**src/rtl/axil_pkg.sv**
```systemverilog
// Shared types and constants for the AXI4-Lite write master.
package axil_pkg;

    typedef enum logic [1:0] {IDLE, ADDR_DATA, WAIT_B, DONE} wr_state_t;

    localparam logic [1:0] RESP_OKAY   = 2'b00;
    localparam logic [1:0] RESP_EXOKAY = 2'b01;
    localparam logic [1:0] RESP_SLVERR = 2'b10;
    localparam logic [1:0] RESP_DECERR = 2'b11;

endpackage

```
**src/rtl/axil_write_master_if.sv**
```systemverilog
// AXI4-Lite write-side channels (AW, W, B) between a master and a slave.
interface axil_write_master_if #(
    parameter int unsigned ADDR_WIDTH = 32,
    parameter int unsigned DATA_WIDTH = 32
) ();

    logic [ADDR_WIDTH-1:0]   awaddr;
    logic [2:0]              awprot;
    logic                    awvalid;
    logic                    awready;
    logic [DATA_WIDTH-1:0]   wdata;
    logic [DATA_WIDTH/8-1:0] wstrb;
    logic                    wvalid;
    logic                    wready;
    logic [1:0]              bresp;
    logic                    bvalid;
    logic                    bready;

    modport master (
        output awaddr, awprot, awvalid, wdata, wstrb, wvalid, bready,
        input  awready, wready, bresp, bvalid
    );

    modport slave (
        input  awaddr, awprot, awvalid, wdata, wstrb, wvalid, bready,
        output awready, wready, bresp, bvalid
    );

endinterface

```
**src/rtl/axil_valid_hold.sv**
```systemverilog
// Holds a channel's VALID from launch until its handshake; done is sticky until the next launch.
module axil_valid_hold (
    input  logic clk,
    input  logic reset,
    input  logic set_i,
    input  logic ready_i,
    output logic valid_o,
    output logic done_o
);

    logic valid_q;
    logic done_q;

    always_ff @(posedge clk) begin
        if (reset) begin
            valid_q <= 1'b0;
            done_q  <= 1'b0;
        end else if (set_i) begin
            valid_q <= 1'b1;
            done_q  <= 1'b0;
        end else if (valid_q && ready_i) begin
            valid_q <= 1'b0;
            done_q  <= 1'b1;
        end
    end

    assign valid_o = valid_q;
    // Includes a handshake happening this cycle so the top can finish without a bubble.
    assign done_o  = done_q | (valid_q & ready_i);

endmodule

```
**src/rtl/axil_write_master.sv**
```systemverilog
// AXI4-Lite write-channel engine: launches one AW+W transfer per w_start and collects the B response.
module axil_write_master
    import axil_pkg::*;
#(
    parameter int unsigned ADDR_WIDTH     = 32,
    parameter int unsigned DATA_WIDTH     = 32,
    parameter int unsigned TIMEOUT_CYCLES = 256
) (
    input  logic                    clk,
    input  logic                    reset,
    input  logic                    cntrl_rst,
    input  logic                    w_start,
    input  logic [ADDR_WIDTH-1:0]   wr_addr,
    input  logic [DATA_WIDTH-1:0]   wr_data,
    input  logic [DATA_WIDTH/8-1:0] wr_strb,
    output logic                    w_comp,
    output logic                    w_resp,
    output logic [1:0]              bresp_o,
    output logic                    wr_err,
    axil_write_master_if.master     axi
);

    wr_state_t               state_q;
    logic                    armed_q;
    logic [ADDR_WIDTH-1:0]   awaddr_q;
    logic [DATA_WIDTH-1:0]   wdata_q;
    logic [DATA_WIDTH/8-1:0] wstrb_q;
    logic                    bready_q;
    logic                    w_comp_q;
    logic                    w_resp_q;
    logic [1:0]              bresp_q;
    logic                    wr_err_q;

    logic launch;
    logic aw_done;
    logic w_done;
    logic timeout_hit;

    assign launch = (state_q == IDLE) && !cntrl_rst && w_start && armed_q;

    axil_valid_hold u_aw_hold (
        .clk     (clk),
        .reset   (reset),
        .set_i   (launch),
        .ready_i (axi.awready),
        .valid_o (axi.awvalid),
        .done_o  (aw_done)
    );

    axil_valid_hold u_w_hold (
        .clk     (clk),
        .reset   (reset),
        .set_i   (launch),
        .ready_i (axi.wready),
        .valid_o (axi.wvalid),
        .done_o  (w_done)
    );

    if (TIMEOUT_CYCLES > 0) begin : g_timeout
        localparam int unsigned CntW = $clog2(TIMEOUT_CYCLES + 1);
        localparam logic [CntW-1:0] CntLast = CntW'(TIMEOUT_CYCLES - 1);
        logic [CntW-1:0] cnt_q;

        always_ff @(posedge clk) begin
            if (reset || state_q != WAIT_B) begin
                cnt_q <= '0;
            end else begin
                cnt_q <= cnt_q + CntW'(1);
            end
        end

        assign timeout_hit = (state_q == WAIT_B) && (cnt_q == CntLast);
    end else begin : g_no_timeout
        assign timeout_hit = 1'b0;
    end

    always_ff @(posedge clk) begin
        if (reset) begin
            state_q  <= IDLE;
            armed_q  <= 1'b1;
            awaddr_q <= '0;
            wdata_q  <= '0;
            wstrb_q  <= '0;
            bready_q <= 1'b0;
            w_comp_q <= 1'b0;
            w_resp_q <= 1'b0;
            bresp_q  <= RESP_OKAY;
            wr_err_q <= 1'b0;
        end else begin
            w_comp_q <= 1'b0;
            w_resp_q <= 1'b0;
            unique case (state_q)
                IDLE: begin
                    if (cntrl_rst) begin
                        armed_q <= 1'b1;
                    end else if (launch) begin
                        awaddr_q <= wr_addr;
                        wdata_q  <= wr_data;
                        wstrb_q  <= wr_strb;
                        bresp_q  <= RESP_OKAY;
                        wr_err_q <= 1'b0;
                        state_q  <= ADDR_DATA;
                    end else if (!w_start) begin
                        armed_q <= 1'b1;
                    end
                end
                ADDR_DATA: begin
                    if (aw_done && w_done) begin
                        w_comp_q <= 1'b1;
                        bready_q <= 1'b1;
                        state_q  <= WAIT_B;
                    end
                end
                WAIT_B: begin
                    // A real response on the timeout cycle takes precedence.
                    if (axi.bvalid && bready_q) begin
                        bresp_q  <= axi.bresp;
                        wr_err_q <= (axi.bresp != RESP_OKAY);
                        w_resp_q <= 1'b1;
                        bready_q <= 1'b0;
                        state_q  <= DONE;
                    end else if (timeout_hit) begin
                        bresp_q  <= RESP_SLVERR;
                        wr_err_q <= 1'b1;
                        w_resp_q <= 1'b1;
                        bready_q <= 1'b0;
                        state_q  <= DONE;
                    end
                end
                DONE: begin
                    armed_q <= cntrl_rst;
                    state_q <= IDLE;
                end
                default: state_q <= IDLE;
            endcase
        end
    end

    assign axi.awaddr = awaddr_q;
    assign axi.awprot = 3'b000;
    assign axi.wdata  = wdata_q;
    assign axi.wstrb  = wstrb_q;
    assign axi.bready = bready_q;

    assign w_comp  = w_comp_q;
    assign w_resp  = w_resp_q;
    assign bresp_o = bresp_q;
    assign wr_err  = wr_err_q;

endmodule

```
**src/flat_wrapper.sv**
```systemverilog
// flat-port wrapper written by rule: the top's interface ports become plain ports
module axil_write_master_flat import axil_pkg::*;
#(
    parameter int unsigned ADDR_WIDTH     = 32,
    parameter int unsigned DATA_WIDTH     = 32,
    parameter int unsigned TIMEOUT_CYCLES = 256
)
  (clk, reset, cntrl_rst, w_start, wr_addr, wr_data, wr_strb, w_comp, w_resp, bresp_o, wr_err, axi_awaddr, axi_awprot, axi_awvalid, axi_wdata, axi_wstrb, axi_wvalid, axi_bready, axi_awready, axi_wready, axi_bresp, axi_bvalid);
  axil_write_master_if #(.ADDR_WIDTH(ADDR_WIDTH), .DATA_WIDTH(DATA_WIDTH)) axi_i ();
  input  logic clk;
  input  logic reset;
  input  logic cntrl_rst;
  input  logic w_start;
  input  logic [ADDR_WIDTH-1:0] wr_addr;
  input  logic [DATA_WIDTH-1:0] wr_data;
  input  logic [DATA_WIDTH/8-1:0] wr_strb;
  output logic w_comp;
  output logic w_resp;
  output logic [1:0] bresp_o;
  output logic wr_err;
  output wire logic [$bits(axi_i.awaddr)-1:0] axi_awaddr;
  output wire logic [$bits(axi_i.awprot)-1:0] axi_awprot;
  output wire logic [$bits(axi_i.awvalid)-1:0] axi_awvalid;
  output wire logic [$bits(axi_i.wdata)-1:0] axi_wdata;
  output wire logic [$bits(axi_i.wstrb)-1:0] axi_wstrb;
  output wire logic [$bits(axi_i.wvalid)-1:0] axi_wvalid;
  output wire logic [$bits(axi_i.bready)-1:0] axi_bready;
  input wire logic [$bits(axi_i.awready)-1:0] axi_awready;
  input wire logic [$bits(axi_i.wready)-1:0] axi_wready;
  input wire logic [$bits(axi_i.bresp)-1:0] axi_bresp;
  input wire logic [$bits(axi_i.bvalid)-1:0] axi_bvalid;
  assign axi_awaddr = axi_i.awaddr;
  assign axi_awprot = axi_i.awprot;
  assign axi_awvalid = axi_i.awvalid;
  assign axi_wdata = axi_i.wdata;
  assign axi_wstrb = axi_i.wstrb;
  assign axi_wvalid = axi_i.wvalid;
  assign axi_bready = axi_i.bready;
  assign axi_i.awready = axi_awready;
  assign axi_i.wready = axi_wready;
  assign axi_i.bresp = axi_bresp;
  assign axi_i.bvalid = axi_bvalid;
  axil_write_master #(.ADDR_WIDTH(ADDR_WIDTH), .DATA_WIDTH(DATA_WIDTH), .TIMEOUT_CYCLES(TIMEOUT_CYCLES)) u_core (.clk(clk), .reset(reset), .cntrl_rst(cntrl_rst), .w_start(w_start), .wr_addr(wr_addr), .wr_data(wr_data), .wr_strb(wr_strb), .w_comp(w_comp), .w_resp(w_resp), .bresp_o(bresp_o), .wr_err(wr_err), .axi(axi_i));
endmodule
```
**config.mk**
```make
export PLATFORM = sky130hd
export DESIGN_NAME = axil_write_master_flat
export DESIGN_NICKNAME = d
export VERILOG_FILES = /design/src/rtl/axil_pkg.sv /design/src/rtl/axil_write_master_if.sv /design/src/rtl/axil_valid_hold.sv /design/src/rtl/axil_write_master.sv /design/src/flat_wrapper.sv
export SDC_FILE = /design/constraint.sdc
export NUM_CORES = 1
export LEC_CHECK = 0
export CAP_MARGIN = 20
export CORE_MARGIN = 8
export CORE_UTILIZATION = 35
export CTS_CLUSTER_SIZE = 20
export DETAILED_ROUTE_END_ITERATION = 8
export GPL_TIMING_DRIVEN = 0
export PLACE_DENSITY = 0.74
export SLEW_MARGIN = 20
export SYNTH_ARGS = -nofsm -noshare
export SYNTH_HDL_FRONTEND = slang
export SYNTH_HIERARCHICAL = 1
export SYNTH_SLANG_ARGS = --single-unit
```
**constraint.sdc**
```tcl
create_clock -name clk -period 2.15 [get_ports clk]
set_input_delay 0.3225 -clock clk [delete_from_list [all_inputs] [get_ports clk]]
set_output_delay 0.3225 -clock clk [all_outputs]
set_load 0.01 [all_outputs]
```
# After elaboration in Yosys (flattened, before gate mapping)
# Cells that the tools add are included.
# Widths: inputs -> output; s select.
word_totals:
  ff_bits: 90
  latch_bits: 0
  ramBits: 0
  rom_bits: 0
  wordCells: 90
  n_memories: 0
op_classes:
  addsub: 1
  mul: 0
  div: 0
  n_lt_le_gt_ge: 0
  n_eq_ne: 11
  shifts: 0
  mux: 31
  bitwise_logic: 7
  reduce_logical: 25
op_table:
  columns: ["op", "n"]
  rows:
  - ["$mux 2", 9]
  - ["$mux 1", 17]
  - ["$reduce_bool 2->1", 6]
  - ["$add 9x1->9 const B", 1]
  - ["$eq 9x8->1 const B", 1]
  - ["$reduce_and 3->1", 3]
  - ["$logic_and 1x1->1", 8]
  - ["$pmux 2 s4", 1]
  - ["$reduce_and 4->1", 2]
  - ["$ne 3x3->1 const B", 2]
  - ["$pmux 1 s2", 3]
  - ["$reduce_or 2->1", 3]
  - ["$eq 2x2->1 const B", 2]
  - ["$ne 2x1->1 const B", 2]
  - ["$ne 2x2->1 const B", 2]
  - ["$pmux 2 s2", 1]
  - ["$ne 3x2->1 const B", 1]
  - ["$not 1->1", 3]
  - ["$and 1x1->1", 2]
  - ["$eq 2x1->1 const B", 1]
  - ["$logic_not 2->1", 1]
  - ["$or 1x1->1", 2]
  - ["$logic_not 1->1", 1]
  - ["$logic_or 1x1->1", 1]

# Logic depth before layout (Yosys ltp)
depth:
  ltp_word: 7
  mapped_depth: 8

# Cells and area by module
# Netlist, hierarchy kept.
by_module_without_submodules:
  columns: ["mod", "instances", "cells_per_inst", "area_per_inst_um2", "seq_area_each_um2"]
  rows:
  - ["axil_write_master", 1, 394, 3223.1, 1721.7]
  - ["axil_valid_hold", 2, 7, 75.1, 40.0]

# Least setup slack after synthesis
# No wires, ideal clock.
synth_path:
  path_kind: "register to register"
  from: "register u_core.g_timeout.cnt_q[0]"
  to: "register u_core.state_q[0]"
  setup_ns: 0.072
  arrival_time_ns: 1.540
  slack_ns: 0.538
  path_stages_with_launch: 8
  period_less_slack_ns: 1.612
  path_cell_list: "dfxtp_1 -> ha_1 -> nand3_1 -> nor2_1 -> ha_1 -> a21oi_1 -> a221oi_1 -> mux2i_1"
synth_via:
  elab_chain_len: 4
synth_lines:
  columns: ["item", "line_no", "source"]
  rows:
  - ["start: declaration", "axil_write_master.sv:62", "logic [CntW-1:0] cnt_q;"]
  - ["start signal: assignment", "axil_write_master.sv:68", "cnt_q <= cnt_q + CntW'(1);"]
  - ["$eq 9x8->1", "axil_write_master.sv:72", "assign timeout_hit = (state_q == WAIT_B) && (cnt_q == CntLast);"]
  - ["$logic_and 1x1->1", "axil_write_master.sv:72", null]
  - ["$ne 3x2->1 (no line)", null, null]
  - ["$reduce_and 4->1 (no line)", null, null]
  - ["end signal: assignment", "axil_write_master.sv:79", "state_q <= IDLE;"]
  - ["end signal: assignment", "axil_write_master.sv:102", "state_q <= ADDR_DATA;"]
  - ["end signal: assignment", "axil_write_master.sv:111", "state_q <= WAIT_B;"]
  - ["end: declaration", "axil_write_master.sv:23", "wr_state_t state_q;"]
# No other way between the ends.
# A chain may end at the register's enable or synchronous reset.

# Worst setup path after layout
layout_path:
  from: "input reset"
  to: "register u_core.wdata_q[22], in the netlist u_core/axi.wdata[22]"
layout_rtl:
  columns: ["item", "line_no", "source"]
  rows:
  - ["start: declaration", "flat_wrapper.sv:11", "input logic reset;"]
  - ["end signal: assignment", "axil_write_master.sv:98", "wdata_q <= wr_data;"]
  - ["end: declaration", "axil_write_master.sv:26", "logic [DATA_WIDTH-1:0] wdata_q;"]
# No word-level cell between the ends.

==> results.txt <==
- The die is 114.2 um tall.
- The slowest stage of the critical path is the clkdlybuf4s50_1 cell.
- The routed design has 9841 um of wire.
- Detailed placement ended at an HPWL of 7682 um.
- Counting flops with an async set or reset pin after synthesis yields a share of 0%.
* Proportion of synthesized chip area in sequential cells: 53.41%
- Antenna violations before repair: 0
* Number of instances in the placed design: 695
- Cell Chain, Critical Path: clkdlybuf4s50_1 -> clkbuf_1 -> clkbuf_1 -> a21oi_1
* Ys flop type: dfxtp_1
- Mean post-synth cell area: 8.268 um^2
- The number of cells on the worst reg-to-reg path is 8.
- The detail route stage leaves a number of antenna-violating nets equal to 0.
* DR DRC count: 0
- From synthesis to final layout, the design area changed by 56.31%.
* Data required time of the worst path: 2350 ps
* Share of total power in the clock network: 26.8%
- The via count of the first global-routing pass came to 3250.
- Total global routing overflow: 0
* Cell taking the most area after synthesis: dfxtp_1
* Worst reg-to-reg setup slack: 290 ps
- Diode count: 0
- Maximum number of pins on one net before global-route repair: 14
- Clock-pin slew was measured on the worst setup and hold paths at 80 ps.
- The highest layer touched by signal routing is met4.
- Max-capacitance violation count: 0
- First-pass GRT wire length: 15860 um
- TritonCTS built the clock tree.
- IR analysis of the VDD net gives a maximum drop of 0.3465 mV.
* Most frequent cells in the layout: 152 x clkdlybuf4s50_1, 140 x nand2_1, 90 x dfxtp_1, 75 x a21oi_1, 14 x clkbuf_1
- Global routing used 15.17% of the available tracks.
* Number of enable flip-flop cells after synthesis: 0
- The library cell used most frequently in the layout, excluding fill and tap cells, is clkdlybuf4s50_1.
- Detailed routing inserted a total of 3197 vias.
* Max-slew headroom: 64.02%
* Worst setup path startpoint: reset
- Rows: 36
- For the finished layout, the period the worst path requires is 1902 ps.
- Hold bufs inserted after CTS: 0
- During synthesis, Yosys emitted a total of 6 warnings.
- After floorplanning, the core was sized to cover 9549 um^2.
* Count of instances resized after the clock tree is built: 0
- The critical path contains buffers and inverters numbering 3 combined.
- No sink is reached through more buffers than the 2 on the longest clock path.
* DR WL met3: 825 um
- Initial Util: 35.32%
* Share of final-layout standard cells stronger than drive strength 1: 5.546%
* Type of the worst setup path: in2reg
- Startpoint of the worst-slack reg-to-reg timing path: u_core/state_q[0]$_SDFFE_PP0P_
* Sinks on Clock Net: 90
* Reg2reg end: u_core/axi.wdata[1]$_SDFFE_PP0P_
- After clock tree synthesis, the setup repair step added 0 buffers.
* First-iteration detailed-routing DRC count: 131
- Nature of the critical path startpoint: primary input
* Switching power share of the total: 29.33%
- Using the TritonRoute via totals, the vias-per-cell ratio works out to 4.503.
- Router iterations before antenna repair: 5
* Worst-path maximum fanout: 12
- The congestion estimate from routability-driven global placement came to 0.7446.
- Final setup violating endpoints: 0
- The detailed router put a total of 4087 um of wire on met1.
* Worst min path class: reg2reg
- After filler insertion, the fill cell instance count of the layout stands at 913.
- Power density of the placed cells: 833.9 nW/um^2
- Average wire per standard cell: 13.86 um
* Cell count after synthesis: 408
- Across the routed clock network, the largest skew measured is 8.044 ps.
- The flow ran to the end, and the final reports show no timing, DRC or antenna violations.
- Ports: 156
- Library cell appearing most often on the critical path: clkbuf_1
- The number of clock buffers added by TritonCTS is 9.
* Die W: 114.2 um
- Of the available clock period, the critical path in the final layout requires 88.49%.
* Post-synthesis cell area: 3373 um^2
- The worst setup path is captured at a flip-flop.
- Per report_power, the sequential group accounts for 44.0% of the total.
- Summing internal, switching and leakage power gives 0.004397 W.
* Transition time of the tightest slew-check pin: 539.8 ps
- For this run, the top clock speed supported by timing is 0.5256 GHz.
- Power Internal: 0.003107 W
- Clock latency at the later pin of the worst-skew pair: 340 ps
* End point of the critical path: u_core/axi.wdata[22]$_SDFFE_PP0P_
- On the worst path, the slowest cell contributes a delay of 730 ps.
* Overall die area: 13030 um^2
- Clk root buf: clkbuf_8
* Number of pins exceeding their max-slew limit in the final report: 0
* Input/output buffers: 152
- Area share of the leading cell type in the synthesized netlist: 53.41%
- The share of total power dissipated in combinational logic is 29.2%.
- RSZ-0062 raised after global routing: no
- Total Nets Final: 657
- Setup slack at placement: -205.0 ps
- For this design the total switching power over the nets is 0.001290 W.
- Sorting the synthesized cells by area gives the leading types as dfxtp_1 53%, nand2_1 16%, a21oi_1 11%.
- Flip-flop and latch count after synthesis: 90
- Final cell count without fillers: 710
- Summed over all cells, the static leakage comes to 1.906 nW.
* Hold violation total from the final report: 0
- Endpoint arrival time on the critical path: 2110 ps
- In this run the number of H-tree levels came out at 3.
- The critical path crosses 4 cells after its start point.
- Among cell families on the critical path, the largest total delay comes from buffers and inverters.
- Post-route worst setup slack: 247.5 ps
* Distinct cell type count of the synthesized netlist: 31
- The routed design uses 4729 um of met2 wire.
[state kept, by name, summed over array words and instances, names as in the netlist, 2 cells and up]
| signal | flops |
|---|---|
| u_core/bresp_o | 2 |
| u_core/axi.wstrb | 4 |
| u_core/state_q | 2 |
| u_core/axi.awaddr | 32 |
| u_core/axi.wdata | 32 |
| u_core/g_timeout.cnt_q | 9 |
[power groups by stage]
| stage | Combinational (W) | Clock, W | Sequential [W] |
|---|---|---|---|
| 2_1_floorplan | 0.000613 | 0 | 0.00204 |
| 3_3_place_gp | 0.00127 | 0 | 0.00196 |
| 3_5_place_dp | 0.00129 | 0 | 0.00197 |
| 4_1_cts | 0.00130 | 0.00122 | 0.00194 |
| 5_1_grt | 0.00141 | 0.00129 | 0.00196 |
| 6_report | 0.00128 | 0.00118 | 0.00193 |
[metal layers]
metal / global-route usage [%] / vias up
met1: 16.37 / 1438
met4: 6.389 / 0
met5: 0 / -
li1: - / 1649
met2: 25.95 / 94
met3: 5.907 / 16
[through the flow]
| step | instance area [um^2] | setup TNS [ps] | utilization, % | hold WS, ps |
|---|---|---|---|---|
| 4_1_cts | 5273 | 0 | 55.21 | 457.4 |
| 5_1_grt | 5273 | 0 | 55.21 | 478.0 |
| 6_report | 5273 | 0 | 55.21 | 456.4 |
| 2_1_floorplan | 3381 | 0 | - | 391.6 |
| 3_3_place_gp | 5069 | -3510 | 53.08 | 427.1 |
| 3_5_place_dp | 5069 | -6349 | 53.08 | 438.7 |
[synth_stat cells, types with 2 or more instances]
library cell  number
xor2_1             2
clkbuf_1          13
buf_4              3
nor2b_1            3
buf_6              2
o21ai_0            5
nor3b_2            2
mux2i_1            5
nand3_1            5
a21oi_1           75
ha_1               7
a21o_1             4
nand2b_1           9
o21bai_1           2
nor2_1            11
inv_1              6
nand3b_1           2
buf_2              8
nand4_1            2
dfxtp_1           90
or3_1              3
nand2_1          140
[worst min path at each step]
stage,slack (ps),startpoint,end,cells past startpoint
finish,460,u_core/axi.wdata[30]$_SDFFE_PP0P_,u_core/axi.wdata[30]$_SDFFE_PP0P_,2
global route,480,u_core/axi.wdata[28]$_SDFFE_PP0P_,u_core/axi.wdata[28]$_SDFFE_PP0P_,2
CTS,460,u_core/axi.wdata[28]$_SDFFE_PP0P_,u_core/axi.wdata[28]$_SDFFE_PP0P_,2
detailed placement,440,u_core/g_timeout.cnt_q[0]$_SDFF_PP0_,u_core/g_timeout.cnt_q[0]$_SDFF_PP0_,1
global placement,430,u_core/g_timeout.cnt_q[0]$_SDFF_PP0_,u_core/g_timeout.cnt_q[0]$_SDFF_PP0_,1
floorplan,390,reset,u_core/u_aw_hold/valid_o$_SDFFE_PP0P_,1
[layout make-up]
type,count,area (um^2),share of cell area [%]
multi-input cells,287,1419,26.91
well taps,133,166.4,3.156
inverters,7,26.28,0.4983
flip-flops and latches,90,1802,34.17
clock inverters,2,35.03,0.6645
repair buffers,152,1521,28.86
clock buffers,13,168.9,3.204
plain buffers,26,133.9,2.539
[tightest hold or removal path, cell delays in order, from the launching register on]
cell and delay, ps:
dfxtp_1 310, nand2_1 50, a21oi_1 50
[cells by family (layout without fill, tap and decap cells)]
family / Yosys count / after routing / share of synthesized area (%)
and+or+nand+nor: 179 / 179 / 22.51
AOI/OAI and AO/OA: 90 / 90 / 14.35
DFF: 90 / 90 / 53.41
buffers and inverters: 33 / 200 / 4.748
adders and majority gates: 7 / 7 / 2.596
muxes: 5 / 5 / 1.484
xor gates and xnor gates: 3 / 3 / 0.7791
other: 1 / 3 / 0.1112
Note: power is estimated with default switching activity, not from simulation.
